[src/rtl/systolic_sequencer_if.sv]
// Operand-load / compute-control / array-feed bundle between a host and systolic_sequencer.
// The abort signal exists only when SEQ_ABORT_EN is defined.
interface systolic_sequencer_if #(
    parameter int MATRIX_SIZE = 4,
    parameter int DATA_WIDTH  = 8
);
    localparam int ROW_W = $clog2(MATRIX_SIZE);

    logic                              wr_en;
    logic                              wr_sel;
    logic [ROW_W-1:0]                  wr_row;
    logic [MATRIX_SIZE*DATA_WIDTH-1:0] wr_data;
    logic                              start;
`ifdef SEQ_ABORT_EN
    logic                              abort;
`endif
    logic                              busy;
    logic                              done;
    logic                              result_valid;
    logic                              wr_err;
    logic                              acc_rst;
    logic                              acc_en;
    logic                              shift_en;
    logic [MATRIX_SIZE*DATA_WIDTH-1:0] in_left_flat;
    logic [MATRIX_SIZE*DATA_WIDTH-1:0] in_top_flat;

    modport master (
        output wr_en, wr_sel, wr_row, wr_data, start,
`ifdef SEQ_ABORT_EN
        output abort,
`endif
        input  busy, done, result_valid, wr_err,
        input  acc_rst, acc_en, shift_en, in_left_flat, in_top_flat
    );

    modport slave (
        input  wr_en, wr_sel, wr_row, wr_data, start,
`ifdef SEQ_ABORT_EN
        input  abort,
`endif
        output busy, done, result_valid, wr_err,
        output acc_rst, acc_en, shift_en, in_left_flat, in_top_flat
    );
endinterface

[src/rtl/systolic_sequencer.sv]
// Holds one A/B operand tile and drives a skewed feed into an NxN systolic_array.
// Define SEQ_ABORT_EN to add an abort input that cancels a compute in flight.
module systolic_sequencer #(
    parameter int MATRIX_SIZE = 4,
    parameter int DATA_WIDTH  = 8,
    parameter int DRAIN_EXTRA = 1
) (
    input  logic                clk,
    input  logic                rst_n,
    systolic_sequencer_if.slave seq_if
);
    localparam int N     = MATRIX_SIZE;
    localparam int DW    = DATA_WIDTH;
    localparam int ROW_W = $clog2(N);
    localparam int CNT_W = $clog2(3*N + DRAIN_EXTRA) + 1;
    localparam logic [CNT_W-1:0] FEED_LAST  = CNT_W'(2*N - 2);
    localparam logic [CNT_W-1:0] DRAIN_LAST = CNT_W'(N - 2 + DRAIN_EXTRA);

    typedef enum logic [2:0] {S_IDLE, S_CLEAR, S_FEED, S_DRAIN, S_DONE} state_e;

    state_e           state_q, state_d;
    logic [CNT_W-1:0] cnt_q, cnt_d;

    logic [DW-1:0] a_q [N][N];
    logic [DW-1:0] b_q [N][N];
    logic [DW-1:0] left_q [N];
    logic [DW-1:0] left_d [N];
    logic [DW-1:0] top_q  [N];
    logic [DW-1:0] top_d  [N];

    logic acc_rst_q, acc_rst_d;
    logic acc_en_q,  acc_en_d;
    logic done_q,    done_d;
    logic rv_q,      rv_d;
    logic wr_err_q,  wr_err_d;
    logic idle, accept, abort_req;

    assign idle   = (state_q == S_IDLE);
    assign accept = idle && seq_if.start;

`ifdef SEQ_ABORT_EN
    assign abort_req = seq_if.abort &&
                       ((state_q == S_CLEAR) || (state_q == S_FEED) || (state_q == S_DRAIN));
`else
    assign abort_req = 1'b0;
`endif

    // Tile store: only written while idle, so a running compute always sees a stable tile.
    always_ff @(posedge clk or negedge rst_n) begin
        if (!rst_n) begin
            for (int r = 0; r < N; r++) begin
                for (int k = 0; k < N; k++) begin
                    a_q[r][k] <= '0;
                    b_q[r][k] <= '0;
                end
            end
        end else if (seq_if.wr_en && idle) begin
            for (int r = 0; r < N; r++) begin
                if (seq_if.wr_row == ROW_W'(r)) begin
                    for (int k = 0; k < N; k++) begin
                        if (seq_if.wr_sel) begin
                            b_q[r][k] <= seq_if.wr_data[k*DW +: DW];
                        end else begin
                            a_q[r][k] <= seq_if.wr_data[k*DW +: DW];
                        end
                    end
                end
            end
        end
    end

    always_ff @(posedge clk or negedge rst_n) begin
        if (!rst_n) begin
            state_q   <= S_IDLE;
            cnt_q     <= '0;
            acc_rst_q <= 1'b0;
            acc_en_q  <= 1'b0;
            done_q    <= 1'b0;
            rv_q      <= 1'b0;
            wr_err_q  <= 1'b0;
            for (int i = 0; i < N; i++) begin
                left_q[i] <= '0;
                top_q[i]  <= '0;
            end
        end else begin
            state_q   <= state_d;
            cnt_q     <= cnt_d;
            acc_rst_q <= acc_rst_d;
            acc_en_q  <= acc_en_d;
            done_q    <= done_d;
            rv_q      <= rv_d;
            wr_err_q  <= wr_err_d;
            for (int i = 0; i < N; i++) begin
                left_q[i] <= left_d[i];
                top_q[i]  <= top_d[i];
            end
        end
    end

    always_comb begin
        state_d = state_q;
        cnt_d   = cnt_q;
        case (state_q)
            S_IDLE: begin
                cnt_d = '0;
                if (seq_if.start) state_d = S_CLEAR;
            end
            S_CLEAR: begin
                state_d = S_FEED;
                cnt_d   = '0;
            end
            S_FEED: begin
                if (cnt_q == FEED_LAST) begin
                    state_d = S_DRAIN;
                    cnt_d   = '0;
                end else begin
                    cnt_d = cnt_q + CNT_W'(1);
                end
            end
            S_DRAIN: begin
                if (cnt_q == DRAIN_LAST) begin
                    state_d = S_DONE;
                    cnt_d   = '0;
                end else begin
                    cnt_d = cnt_q + CNT_W'(1);
                end
            end
            S_DONE: begin
                state_d = S_IDLE;
                cnt_d   = '0;
            end
            default: begin
                state_d = S_IDLE;
                cnt_d   = '0;
            end
        endcase
        if (abort_req) begin
            state_d = S_IDLE;
            cnt_d   = '0;
        end
    end

    // Outputs are decoded from the next state so the registered values line up with state_q.
    always_comb begin
        logic [CNT_W-1:0] skew_k;
        skew_k    = '0;
        acc_rst_d = (state_d == S_CLEAR);
        acc_en_d  = (state_d == S_FEED) || (state_d == S_DRAIN);
        done_d    = (state_d == S_DONE);
        wr_err_d  = seq_if.wr_en && !idle;
        rv_d      = rv_q;
        if (accept) begin
            rv_d = 1'b0;
        end else if (state_d == S_DONE) begin
            rv_d = 1'b1;
        end
        for (int i = 0; i < N; i++) begin
            left_d[i] = '0;
            top_d[i]  = '0;
            skew_k    = cnt_d - CNT_W'(i);
            if ((state_d == S_FEED) && (cnt_d >= CNT_W'(i)) && (skew_k < CNT_W'(N))) begin
                left_d[i] = a_q[i][skew_k[ROW_W-1:0]];
                top_d[i]  = b_q[skew_k[ROW_W-1:0]][i];
            end
        end
    end

    assign seq_if.busy         = !idle;
    assign seq_if.done         = done_q;
    assign seq_if.result_valid = rv_q;
    assign seq_if.wr_err       = wr_err_q;
    assign seq_if.acc_rst      = acc_rst_q;
    assign seq_if.acc_en       = acc_en_q;
    assign seq_if.shift_en     = acc_en_q;

    generate
        for (genvar gi = 0; gi < N; gi++) begin : g_flat
            assign seq_if.in_left_flat[gi*DW +: DW] = left_q[gi];
            assign seq_if.in_top_flat[gi*DW +: DW]  = top_q[gi];
        end
    endgenerate
endmodule
[src/flat_wrapper.sv]
// flat-port wrapper written by rule: the top's interface ports become plain ports
module systolic_sequencer_flat 
#(
    parameter int MATRIX_SIZE = 4,
    parameter int DATA_WIDTH  = 8,
    parameter int DRAIN_EXTRA = 1
)
  (clk, rst_n, seq_if_wr_en, seq_if_wr_sel, seq_if_wr_row, seq_if_wr_data, seq_if_start, seq_if_busy, seq_if_done, seq_if_result_valid, seq_if_wr_err, seq_if_acc_rst, seq_if_acc_en, seq_if_shift_en, seq_if_in_left_flat, seq_if_in_top_flat);
  systolic_sequencer_if #(.MATRIX_SIZE(MATRIX_SIZE), .DATA_WIDTH(DATA_WIDTH)) seq_if_i ();
  input  logic clk;
  input  logic rst_n;
  input wire logic [$bits(seq_if_i.wr_en)-1:0] seq_if_wr_en;
  input wire logic [$bits(seq_if_i.wr_sel)-1:0] seq_if_wr_sel;
  input wire logic [$bits(seq_if_i.wr_row)-1:0] seq_if_wr_row;
  input wire logic [$bits(seq_if_i.wr_data)-1:0] seq_if_wr_data;
  input wire logic [$bits(seq_if_i.start)-1:0] seq_if_start;
  output wire logic [$bits(seq_if_i.busy)-1:0] seq_if_busy;
  output wire logic [$bits(seq_if_i.done)-1:0] seq_if_done;
  output wire logic [$bits(seq_if_i.result_valid)-1:0] seq_if_result_valid;
  output wire logic [$bits(seq_if_i.wr_err)-1:0] seq_if_wr_err;
  output wire logic [$bits(seq_if_i.acc_rst)-1:0] seq_if_acc_rst;
  output wire logic [$bits(seq_if_i.acc_en)-1:0] seq_if_acc_en;
  output wire logic [$bits(seq_if_i.shift_en)-1:0] seq_if_shift_en;
  output wire logic [$bits(seq_if_i.in_left_flat)-1:0] seq_if_in_left_flat;
  output wire logic [$bits(seq_if_i.in_top_flat)-1:0] seq_if_in_top_flat;
  assign seq_if_i.wr_en = seq_if_wr_en;
  assign seq_if_i.wr_sel = seq_if_wr_sel;
  assign seq_if_i.wr_row = seq_if_wr_row;
  assign seq_if_i.wr_data = seq_if_wr_data;
  assign seq_if_i.start = seq_if_start;
  assign seq_if_busy = seq_if_i.busy;
  assign seq_if_done = seq_if_i.done;
  assign seq_if_result_valid = seq_if_i.result_valid;
  assign seq_if_wr_err = seq_if_i.wr_err;
  assign seq_if_acc_rst = seq_if_i.acc_rst;
  assign seq_if_acc_en = seq_if_i.acc_en;
  assign seq_if_shift_en = seq_if_i.shift_en;
  assign seq_if_in_left_flat = seq_if_i.in_left_flat;
  assign seq_if_in_top_flat = seq_if_i.in_top_flat;
  systolic_sequencer #(.MATRIX_SIZE(MATRIX_SIZE), .DATA_WIDTH(DATA_WIDTH), .DRAIN_EXTRA(DRAIN_EXTRA)) u_core (.clk(clk), .rst_n(rst_n), .seq_if(seq_if_i));
endmodule
[config.mk]
export PLATFORM = sky130hd
export DESIGN_NAME = systolic_sequencer_flat
export DESIGN_NICKNAME = d
export VERILOG_FILES = /design/src/rtl/systolic_sequencer_if.sv /design/src/rtl/systolic_sequencer.sv /design/src/flat_wrapper.sv
export SDC_FILE = /design/constraint.sdc
export NUM_CORES = 1
export LEC_CHECK = 0
export BUFFER_PORTS_ARGS = -buffer_cell sky130_fd_sc_hd__clkbuf_2
export CAP_MARGIN = 30
export CORE_MARGIN = 2
export CORE_UTILIZATION = 35
export CTS_CLUSTER_DIAMETER = 200
export DETAILED_ROUTE_END_ITERATION = 8
export SLEW_MARGIN = 20
export SYNTH_ARGS = -nofsm -noshare
export SYNTH_HDL_FRONTEND = slang
export SYNTH_SLANG_ARGS = --single-unit
[constraint.sdc]
create_clock -name clk -period 4.1 [get_ports clk]
set_input_delay 0.82 -clock clk [delete_from_list [all_inputs] [get_ports clk]]
set_output_delay 0.82 -clock clk [all_outputs]
set_load 0.01 [all_outputs]
==> flow_metrics.py, run 1 <==
metrics = {
    "outcome": {
        "status": "finished clean",
    },
    "power": {
        "p_leak_nw": 8.00,
        "power_density_nw_per_um2": 810,
        "irDropWorstVdd_v": 0.000611,
        "power.total_w": 0.0135,
    },
    "global_route": {
        "use_met1": 0.224,
        "grt_pass1_wl_um": 53900,
        "gr-usage-all-layers": 0.169,
        "met3_usage": 0.0268,
        "grtUsageMet2": 0.288,
        "grt_pass1_vias": 8949,
        "grt_max_degree": 98,
        "grt.busiest_layer": "met2",
        "grt_antenna_before_repair": 0,
        "grt.overflow.total": 0,
    },
    "worst_setup_path": {
        "timing.rr.end": "u_core.seq_if.in_left_flat[14]",
        "path_class": "flip-flop to flip-flop",
        "slowest_stage": "dfrtp_1",
        "rr_startpoint": "u_core.cnt_q[1]",
        "max_stage_delay_ns": 0.46,
        "path_max_fanout": 19,
        "cp_cell_sequence": "ha_1 -> nand3b_2 -> a211o_1 -> nand2_1 -> nor2_1 -> buf_4 -> inv_1 -> ha_1 -> nor4bb_1 -> a21oi_1 -> a211oi_1 -> o221ai_2 -> buf_4 -> nor2b_1",
        "crit_buf_inv": 3,
        "critPathArrivalTime_ns": 4.02,
        "r2r_slack_ns": 0.53,
        "worstRegToRegCells": 14,
        "cp-start-kind": "flip-flop",
        "worst_path_dominant_cell_family": "compound AO/OA/AOI/OAI gates",
        "end_kind": "flip-flop",
        "required_ns": 4.55,
    },
    "placed_design": {
        "place_ws_ns": 0.589,
        "place.gp.congestion": 0.835,
        "io_buffers": 109,
        "hpwl_um": 22000,
    },
    "drt": {
        "vias": 8530,
        "finalWirelength_um": 34800,
        "vias_per_cell": 5.20,
        "first_pass_iters": 4,
        "ant_nets": 0,
        "drt_iter0_drc": 501,
        "post_drt_wl_per_cell_um": 21.2,
        "drc_errors": 0,
    },
    "logic_synthesis": {
        "synth-main-ff-cell": "dfrtp_1",
        "synth_edf_count": 0,
        "synth_area_um2": 14200,
        "async_flop_share": 1.00,
        "synth_seq_area_share": 0.587,
        "yosys_warnings": 0,
        "ys_ff_latch": 333,
        "synth_top_cell_area_share": 0.587,
        "syn_area_per_cell_um2": 14.5,
        "ys_types": 54,
        "synth_cells": 976,
        "synth_most_common_cell": "dfrtp_1",
        "synthTopCellsByArea": "dfrtp_1 (59%), mux2_2 (13%), mux2_1 (7.3%)",
        "synth_nets": 1022,
        "yosys-top-cells-count": "dfrtp_1 (333), mux2_2 (164), mux2_1 (92)",
        "yosys.area.top_type": "dfrtp_1",
    },
    "timing": {
        "fin_ws_ns": 0.527,
        "relSlewSlack": 0.336,
        "fin_crit_ns": 3.57,
        "finalHoldViolCount": 0,
        "rsz0062_at_grt": "no",
        "slew_viol_final": 0,
        "worstMarginPinSlew_ns": 0.971,
        "finalSetupViolations": 0,
        "fin_crit_sh": 0.871,
        "fmax_mhz": 280,
        "finClkSkew_ns": 0.0121,
        "finalSetupTns_ns": 0,
    },
    "floorplanning": {
        "fp.dieW_um": 205,
        "initial_core_util": 0.356,
        "core.rowCount": 73,
        "die_height_um": 205,
        "ioPinCount": 110,
        "die_area_um2": 42200,
        "core-area_um2": 39900,
    },
    "min_path": {
        "hp-class": "input pin to asynchronous set/reset pin",
    },
    "layout": {
        "fillers": 3679,
        "layout-drive-gt1-share": 0.365,
        "area_growth_pct": 17.3,
        "multi_input_area_um2": 5580,
        "antennaDiodeCount": 0,
        "regArea_um2": 8330,
        "fin_nets": 1133,
    },
    "clock_tree": {
        "hold_buffers": 0,
        "cts-resized-gates": 0,
        "clk_latency_ns": 0.53,
        "h-tree-depth": 2,
        "numCtsBuffers": 37,
        "cts_sinks": 333,
        "cts_tree": "done",
        "cts_buffer_depth": 3,
        "cts_setup_buffers": 0,
        "clkTransAtPathRegs_ns": 0.06,
        "cts-root-buf": "clkbuf_16",
    },
    "job": {
        "max-cap-violations": 0,
    },
}
-- power by group --
part	total (W)	internal [W]	switching [W]
clock	0.00331	0.00199	0.00132
sequential	0.00515	0.00451	0.000648
combinational	0.00501	0.00234	0.00267
-- logic make-up (layout without fill, tap and decap cells) --
kind of cell | after synthesis | in the layout | share of synthesized area
fa+ha+maj | 7 | 7 | 0.00617
buf+inv | 71 | 210 | 0.0221
simple gates | 167 | 167 | 0.0644
flops | 333 | 333 | 0.587
mux | 304 | 304 | 0.265
xor+xnor | 8 | 8 | 0.00494
compound gates | 86 | 86 | 0.0500
-- placed cells by master, fill, tap and decap left out, types with 4 or more instances in the layout --
master       n
nor2b_1     52
mux2_2     164
clkinv_2     6
a211oi_1     4
mux4_2      32
nand2_1      7
ha_1         5
mux2_1      92
clkbuf_8    10
o31ai_1     18
a2111oi_0   48
buf_12       5
dfrtp_1    332
inv_1        5
nor2_1      58
mux2i_1     16
nand2b_1    17
clkbuf_16   39
clkbuf_2   108
clkbuf_1    10
nand3b_1     4
xor2_1       5
buf_4       22
-- per-layer routing --
layer  up-vias  part of all wire
li1       3788                 -
met1      4524              0.44
met2       162              0.49
met3        56             0.038
met4         0             0.024
met5         -                 0
-- metrics by stage --
stage,cells,utilization,area [µm²],hold slack [ns]
finish,1640,0.417,16600,0.316
global route,1640,0.417,16600,0.383
CTS,1639,0.417,16600,0.369
detailed placement,1572,0.386,15400,0.470
global placement,1572,0.386,15400,0.462
floorplan,976,-,14200,0.450
-- sequential cells by signal, indices dropped and copies added (netlist names) --
register / count
u_core.state_q: 3
u_core.seq_if.in_left_flat: 32
u_core.seq_if.result_valid: 1
u_core.seq_if.wr_err: 1
u_core.a_q: 128
u_core.b_q: 128
u_core.cnt_q: 5
u_core.seq_if.acc_rst: 1
u_core.seq_if.done: 1
u_core.seq_if.in_top_flat: 32
u_core.seq_if.acc_en: 1
-- final cells by class --
class / count / area share
sequential: 333 / 0.501
inverter: 7 / 0.00173
clock inverter: 8 / 0.00413
tap: 525 / 0.0395
multi-input combinational: 572 / 0.335
clock buffer: 59 / 0.0692
timing repair buffer: 136 / 0.0493
-- worst max-delay path by stage --
stage,endpoint,cells after the start,slack [ns],from
3_5_place_dp,u_core.seq_if.in_top_flat[13],14,0.59,u_core.cnt_q[1]
5_1_grt,u_core.seq_if.in_left_flat[12],14,0.21,u_core.cnt_q[1]
2_1_floorplan,u_core.seq_if.in_left_flat[12],14,0.40,u_core.cnt_q[0]
4_1_cts,u_core.seq_if.in_left_flat[12],14,0.55,u_core.cnt_q[1]
6_report,u_core.seq_if.in_left_flat[14],14,0.53,u_core.cnt_q[1]
3_3_place_gp,u_core.seq_if.in_top_flat[13],14,0.67,u_core.cnt_q[1]
Power figures use the tool's default switching activity.
==> run 2, diff against run 1 <==
ABC_AREA = 0   (was unset)
PLACE_DENSITY_LB_ADDON = 0.15   (was unset)
==> run 2 against run 1 <==
- critical path depth stayed put
- flip-flop and latch count stayed put
- sequential share of layout area is 0.10 points lower
- sequential power hardly changed
- register-to-register slack worse by 0.03 ns
- power is 0.45% higher
- first-iteration DRC count is 35% lower
- clock skew is 0.0020 ns lower
- critical path type unchanged
==> flow_metrics.py, run 2 (synthesized netlist as in run 1, its figures left out) <==
metrics = {
    "layout": {
        "instances_no_fill": 1640,
        "antennaDiodeCount": 0,
        "fillers": 3662,
        "mostFrequentLayoutCells": "dfrtp_1 (332), mux2_2 (164), clkbuf_2 (108)",
        "fin_nets": 1135,
        "reg.largest.list": "u_core.a_q: 128 flops, u_core.b_q: 128 flops",
        "layout-drive-gt1-share": 0.370,
        "layout_commonest_cell": "dfrtp_1",
        "area_growth_pct": 17.5,
    },
    "clock_tree": {
        "cts_tree": "done",
        "cts_setup_buffers": 0,
        "hold_buffers": 0,
        "cts_buffer_depth": 3,
        "clk_latency_ns": 0.54,
        "cts-root-buf": "clkbuf_16",
        "cts-resized-gates": 0,
        "h-tree-depth": 2,
        "numCtsBuffers": 38,
        "clkTransAtPathRegs_ns": 0.06,
        "cts_sinks": 333,
    },
    "worst_setup_path": {
        "path_max_fanout": 20,
        "required_ns": 4.55,
        "end_kind": "flip-flop",
        "max_stage_delay_ns": 0.46,
        "crit_start": "u_core.cnt_q[1]",
        "cp_cell_sequence": "ha_1 -> nand3b_2 -> a211o_1 -> nand2_1 -> nor2_1 -> buf_4 -> inv_1 -> ha_1 -> nor4bb_1 -> a21oi_1 -> a211oi_1 -> o221ai_2 -> buf_8 -> nor2b_1",
        "slowest_stage": "dfrtp_1",
        "cp-start-kind": "flip-flop",
        "critPathArrivalTime_ns": 4.05,
        "rr_startpoint": "u_core.cnt_q[1]",
        "path_class": "flip-flop to flip-flop",
        "crit_top_cell": "ha_1",
        "worstRegToRegCells": 14,
    },
    "floorplanning": {
        "core-area_um2": 39900,
        "fp.dieW_um": 205,
        "core.rowCount": 73,
        "ioPinCount": 110,
        "die_height_um": 205,
        "initial_core_util": 0.356,
        "die_area_um2": 42200,
    },
    "timing": {
        "finClkSkew_ns": 0.0101,
        "hold_ws_ns": 0.344,
        "finalHoldViolCount": 0,
        "slew_viol_final": 0,
        "fin_crit_sh": 0.879,
        "worstMarginPinSlew_ns": 0.853,
        "rsz0062_at_grt": "no",
        "finalSetupViolations": 0,
        "fin_crit_ns": 3.60,
        "fmax_mhz": 278,
        "relSlewSlack": 0.431,
        "finalSetupTns_ns": 0,
    },
    "placed_design": {
        "dp.cells": 1573,
        "place.gp.congestion": 0.807,
        "hpwl_um": 22400,
        "io_buffers": 109,
    },
    "global_route": {
        "grt_max_degree": 104,
        "met3_usage": 0.0358,
        "grt.overflow.total": 0,
        "grt_pass1_vias": 8953,
        "grt_antenna_before_repair": 2,
        "grt_pass1_wl_um": 56100,
        "use_met1": 0.236,
        "gr-usage-all-layers": 0.178,
        "grt.busiest_layer": "met2",
        "grtUsageMet2": 0.298,
    },
    "drt": {
        "vias": 8472,
        "post_drt_wl_per_cell_um": 21.9,
        "finalWirelength_um": 35900,
        "first_pass_iters": 5,
        "vias_per_cell": 5.17,
        "drc_errors": 0,
        "drt_iter0_drc": 327,
        "ant_nets": 0,
    },
    "power": {
        "irDropWorstVdd_v": 0.000470,
        "power_density_nw_per_um2": 812,
        "p_leak_nw": 8.02,
    },
    "outcome": {
        "status": "finished clean",
    },
    "job": {
        "max-cap-violations": 0,
    },
    "min_path": {
        "hp-class": "input pin to asynchronous set/reset pin",
    },
}
run 2: area by class of cell:
class | count | area (µm²) | share of cell area
multi-input combinational | 572 | 5580 | 0.335
tap | 525 | 657 | 0.0394
inverter | 7 | 28.8 | 0.00173
clock inverter | 14 | 124 | 0.00743
sequential | 333 | 8330 | 0.500
clock buffer | 52 | 1110 | 0.0668
timing repair buffer | 137 | 836 | 0.0501
run 2: per-layer routing:
metal  routed length (µm)  part of all wire
met1                16000              0.45
met2                17800              0.49
met3                 1430             0.040
met4                  725             0.020
met5                    0                 0
run 2: critical path, delay by kind of cell (launching register included):
| kind | cells | cell delay [ns] |
|---|---|---|
| buf+inv | 3 | 0.61 |
| compound gates | 4 | 1.05 |
| simple gates | 5 | 0.75 |
| fa+ha+maj | 2 | 0.62 |
| flops | 1 | 0.46 |
run 2: final timing paths:
check / to / slack, ns
setup / recovery: u_core.seq_if.in_left_flat[12] / 0.50
hold / removal: u_core.seq_if.wr_err / 0.34
setup reg to reg: u_core.seq_if.in_left_flat[12] / 0.50
hold reg to reg: u_core.a_q[97] / 0.48
max in group asynchronous: u_core.seq_if.in_top_flat[29] / 2.79
min in group clk: u_core.a_q[97] / 0.48
run 2: through the flow:
step	util	area (µm²)	worst slack, ns	power [W]
floorplan	-	14200	0.403	0.00854
global placement	0.386	15400	0.528	0.0102
detailed placement	0.386	15400	0.560	0.0103
CTS	0.417	16700	0.533	0.0138
global route	0.418	16700	0.228	0.0145
finish	0.418	16700	0.496	0.0135
run 2: power by group:
part	internal [W]	switching [W]
clock network	0.00202	0.00136
registers	0.00451	0.000629
logic	0.00235	0.00267
